<file path="src/rtl/product_accumulator.sv">
// Frame accumulator: sums a run of unsigned 32-bit products into an ACC_W-bit result,
// then holds the result until the downstream stage accepts it.
module product_accumulator #(
    parameter int ACC_W = 40,
    parameter int LEN_W = 8
) (
    input  logic             clk,
    input  logic             rst,
    input  logic             start,
    input  logic [LEN_W-1:0] len,
    input  logic [31:0]      prod,
    input  logic             prod_valid,
    output logic             prod_ready,
    output logic [ACC_W-1:0] acc_out,
    output logic             acc_valid,
    input  logic             acc_ready,
    output logic             overflow,
    output logic             busy
);

    typedef enum logic [1:0] {
        IDLE  = 2'd0,
        ACCUM = 2'd1,
        HOLD  = 2'd2
    } state_t;

    state_t           state;
    logic [ACC_W-1:0] acc;
    logic [LEN_W-1:0] count;
    logic [ACC_W:0]   sum;

    // The extra top bit of sum is the carry-out that feeds the sticky overflow flag.
    always_comb begin
        sum = {1'b0, acc} + (ACC_W + 1)'(prod);
    end

    always_ff @(posedge clk) begin
        if (rst) begin
            state    <= IDLE;
            acc      <= '0;
            count    <= '0;
            overflow <= 1'b0;
        end else begin
            case (state)
                IDLE: begin
                    if (start) begin
                        acc      <= '0;
                        overflow <= 1'b0;
                        if (len != '0) begin
                            count <= len;
                            state <= ACCUM;
                        end else begin
                            state <= HOLD;
                        end
                    end
                end
                ACCUM: begin
                    if (prod_valid) begin
                        acc   <= sum[ACC_W-1:0];
                        count <= count - 1'b1;
                        if (sum[ACC_W]) begin
                            overflow <= 1'b1;
                        end
                        if (count == LEN_W'(1)) begin
                            state <= HOLD;
                        end
                    end
                end
                HOLD: begin
                    if (acc_ready) begin
                        state <= IDLE;
                    end
                end
                default: state <= IDLE;
            endcase
        end
    end

    // Handshake flags decode straight from the state register, never from prod.
    assign prod_ready = (state == ACCUM);
    assign acc_valid  = (state == HOLD);
    assign busy       = (state != IDLE);
    assign acc_out    = acc;

endmodule

</file>
<file path="config.mk">
export PLATFORM = sky130hd
export DESIGN_NAME = product_accumulator
export DESIGN_NICKNAME = d
export VERILOG_FILES = /design/src/rtl/product_accumulator.sv
export SDC_FILE = /design/constraint.sdc
export NUM_CORES = 1
export LEC_CHECK = 0
export ABC_AREA = 1
export CAP_MARGIN = 15
export CORE_MARGIN = 2
export CORE_UTILIZATION = 50
export CTS_BUF_LIST = sky130_fd_sc_hd__clkbuf_4 sky130_fd_sc_hd__clkbuf_8
export DETAILED_ROUTE_END_ITERATION = 10
export PLACE_DENSITY = 0.76
export RECOVER_POWER = 50
export SYNTH_ARGS = -nofsm -noshare
export SYNTH_HDL_FRONTEND = slang
export SYNTH_SLANG_ARGS = --single-unit
</file>
<file path="constraint.sdc">
create_clock -name clk -period 2.28 [get_ports clk]
set_input_delay 0.456 -clock clk [delete_from_list [all_inputs] [get_ports clk]]
set_output_delay 0.456 -clock clk [all_outputs]
set_load 0.005 [all_outputs]
</file>
==> results.tsv <==
stage	metric	value	unit
outcome	status	finished, final reports clean	
route	detail-route-antenna-nets	0	
place	port_buffers	88	
place	hpwl	12820	um
route	first_pass_iters	5	
timing	finalSetupViolCount	0	
pwr	power_density	603.0	nW/um2
floorplanning	die_x	107.0	um
critical_path	cp_top_family	buffers and inverters	
critical_path	critPathLaunchType	flop	
clocking	cts_buffers	5	
critical_path	setup.worst_path.class	flop to primary output	
yosys	synth_commonest_cells	338 x nand2_1, 154 x inv_1, 77 x a21oi_1	
grt	grt_overflow	0	
yosys	synth.distinct_cells	41	
place	routabilityCongestion	1.013	
place	dpl_cell_area	6827	um2
finish	final_nets	1156	
worst_hold_path	hp-class	flop to flop	
critical_path	arrival	1700	ps
clocking	clkTransAtPathRegs	110	ps
critical_path	cp_max_fo	11	
finish	n_fill_cell	1018	
grt	antenna_found_initial	0	
yosys	synth_edf_count	0	
clocking	cts_max_path_buffers	2	
timing	fin_tns_setup	0	ps
yosys	ys_async_sr_fraction	0	
critical_path	crit_top_cell	inv_1	
critical_path	path_cells	inv_1, nand2_1, inv_1, clkdlybuf4s50_1	
yosys	yosysMostFrequentCell	nand2_1	
clocking	worstSkewPairLatency	330	ps
finish	finalInstanceArea	6954	um2
finish	post-route-util	0.6736	
route	wire_per_inst	13.25	um
route	totalWireLength	16070	um
timing	fin_hold_ws	471.5	ps
pwr	p_leak	3.613	nW
route	vias_per_cell	5.007	
grt	grt_max_degree	39	
clocking	hold_buffers	0	
yosys	syn_area_per_cell	5.749	um2
place	pre_cts_slack	-274.6	ps
timing	tightest_slew	423.5	ps
timing	layout_min_cycle_time	2156	ps
critical_path	end_kind	primary output	
timing	hold_viol_final	0	
grt	grt_pass1_vias	5538	
timing	min_period_over_period	0.9454	
clocking	cts_sinks	51	
yosys	synthCells	923	
route	vias	6074	
route	dr.first_iter.drc_count	327	
yosys	synth_nets	1003	
grt	grt_pass1_wl	26010	um
finish	seqCellArea	1021	um2
finish	multiInputGateArea	3640	um2
yosys	ys_seq_area_frac	0.1924	
finish	areaGrowthSynthToFinish	31.05	%
yosys	yosys_warnings	0	
yosys	ys_ff_latch	51	
finish	antennaDiodeCount	0	
timing	fmax	463.9	MHz
route	drc	0	
floorplanning	coreArea	10320	um2
floorplanning	rows	37	
yosys	yosysTopAreaCell	nand2_1	
floorplanning	boundaryPins	89	
timing	finalMaxSlewViolations	0	
timing	max_slew_margin	0.7150	
clocking	cts-htree-levels	2	
timing	rsz0062_at_grt	yes	
clocking	root_buffer	clkbuf_8	
critical_path	cp.required	1820	ps
pwr	max-vdd-ir-drop	835.0	uV
finish	drive_gt1_frac	0.1681	
yosys	synth_top_area_share	0.2391	
yosys	ys.flop_type	dfxtp_1	
timing	fin_skew	11.82	ps
job	cap_violations	0	
critical_path	max_stage_delay	580	ps
critical_path	crit_slowest_cell	clkdlybuf4s50_1	
floorplanning	initial_core_util	0.5140	
critical_path	path_buf_inv	3	
yosys	ys_top_cells_by_area	nand2_1 24%, dfxtp_1 19%, inv_1 11%	
clocking	tritoncts	yes	
floorplanning	die_area	11450	um2
yosys	netlist_area	5306	um2
floorplanning	fp.dieH	107.0	um
timing	setup_ws	124.4	ps
grt	track_usage	0.2857	
==> metal layers <==
| metal | vias to the layer above | share of wire | track usage |
|---|---|---|---|
| met5 | - | 0 | 0 |
| met4 | 0 | 0.018 | 0.07607 |
| met3 | 21 | 0.050 | 0.02857 |
| met2 | 168 | 0.45 | 0.4622 |
| met1 | 2716 | 0.49 | 0.4054 |
| li1 | 3169 | - | - |
==> cell type report <==
cell class,count,share of cell area
clock inverters,2,0.002519
well taps,136,0.02447
flip-flops and latches,51,0.1468
clock buffers,6,0.01098
inverters,163,0.08834
repair buffers,158,0.2035
multi-input cells,697,0.5234
==> stage by stage <==
stage / instances / total power, W
2_1_floorplan: 923 / 0.002688
3_3_place_gp: 1205 / 0.003582
3_5_place_dp: 1205 / 0.003602
4_1_cts: 1213 / 0.004213
5_1_grt: 1213 / 0.004538
6_report: 1213 / 0.004193
==> timing repair <==
item	in CTS	in global routing
resized for setup	0	16
setup buffers	0	0
endpoints found under the setup margin	0	16
==> worst register-to-register path, stage by stage, from the launching register on <==
cell and delay [ps]:
dfxtp_1 360, ha_1 360, nand2_1 130, buf_4 150, a21oi_1 110, nor2_1 80
o21ai_0 250, nor2_1 100, nand3_1 140, nand3_1 90, nand2_1 60, nor2_1 40
==> cell usage in the layout (no fill, tap or decap), types with 6 or more instances in the layout <==
| master | n |
|---|---|
| nor2_1 | 55 |
| nor2_4 | 12 |
| nand2_2 | 30 |
| nand3_2 | 11 |
| nor2_2 | 17 |
| clkdlybuf4s50_1 | 49 |
| a21oi_2 | 7 |
| or2_1 | 6 |
| inv_1 | 154 |
| inv_2 | 8 |
| dfxtp_1 | 51 |
| a21oi_1 | 75 |
| buf_4 | 68 |
| nand3_1 | 41 |
| ha_1 | 30 |
| nand2_1 | 337 |
| o21ai_0 | 26 |
| dlygate4sd3_1 | 39 |
==> final timing paths <==
path              cells after the start         from          end  slack, ps
setup / recovery                      4     state[1]   prod_ready        120
hold / removal                        2     overflow     overflow        470
setup reg to reg                     11  acc_out[28]  acc_out[34]        320
hold reg to reg                       2     overflow     overflow        470
==> sequential cells by signal (all words and copies together), names as in the netlist <==
name	flops
acc_out	40
count	8
state	2
overflow	1
==> cells by family (layout without fill, tap and decap cells) <==
group | Yosys count | after routing | synth area share
adder cells (fa/ha/maj) | 35 | 35 | 0.08394
buffers and inverters | 175 | 329 | 0.1287
flip-flops | 51 | 51 | 0.1924
AO/OA/AOI/OAI | 123 | 123 | 0.1285
AND/OR/NAND/NOR | 537 | 537 | 0.4631
XOR/XNOR | 2 | 2 | 0.003302
==> power breakdown <==
| part | leakage, nW | internal (W) | switching (W) |
|---|---|---|---|
| registers | 0.415 | 0.00104 | 0.000119 |
| logic | 3.15 | 0.00100 | 0.00144 |
| clock network | 0.0488 | 0.000234 | 0.000369 |
Note: power is estimated with default switching activity, not from simulation.
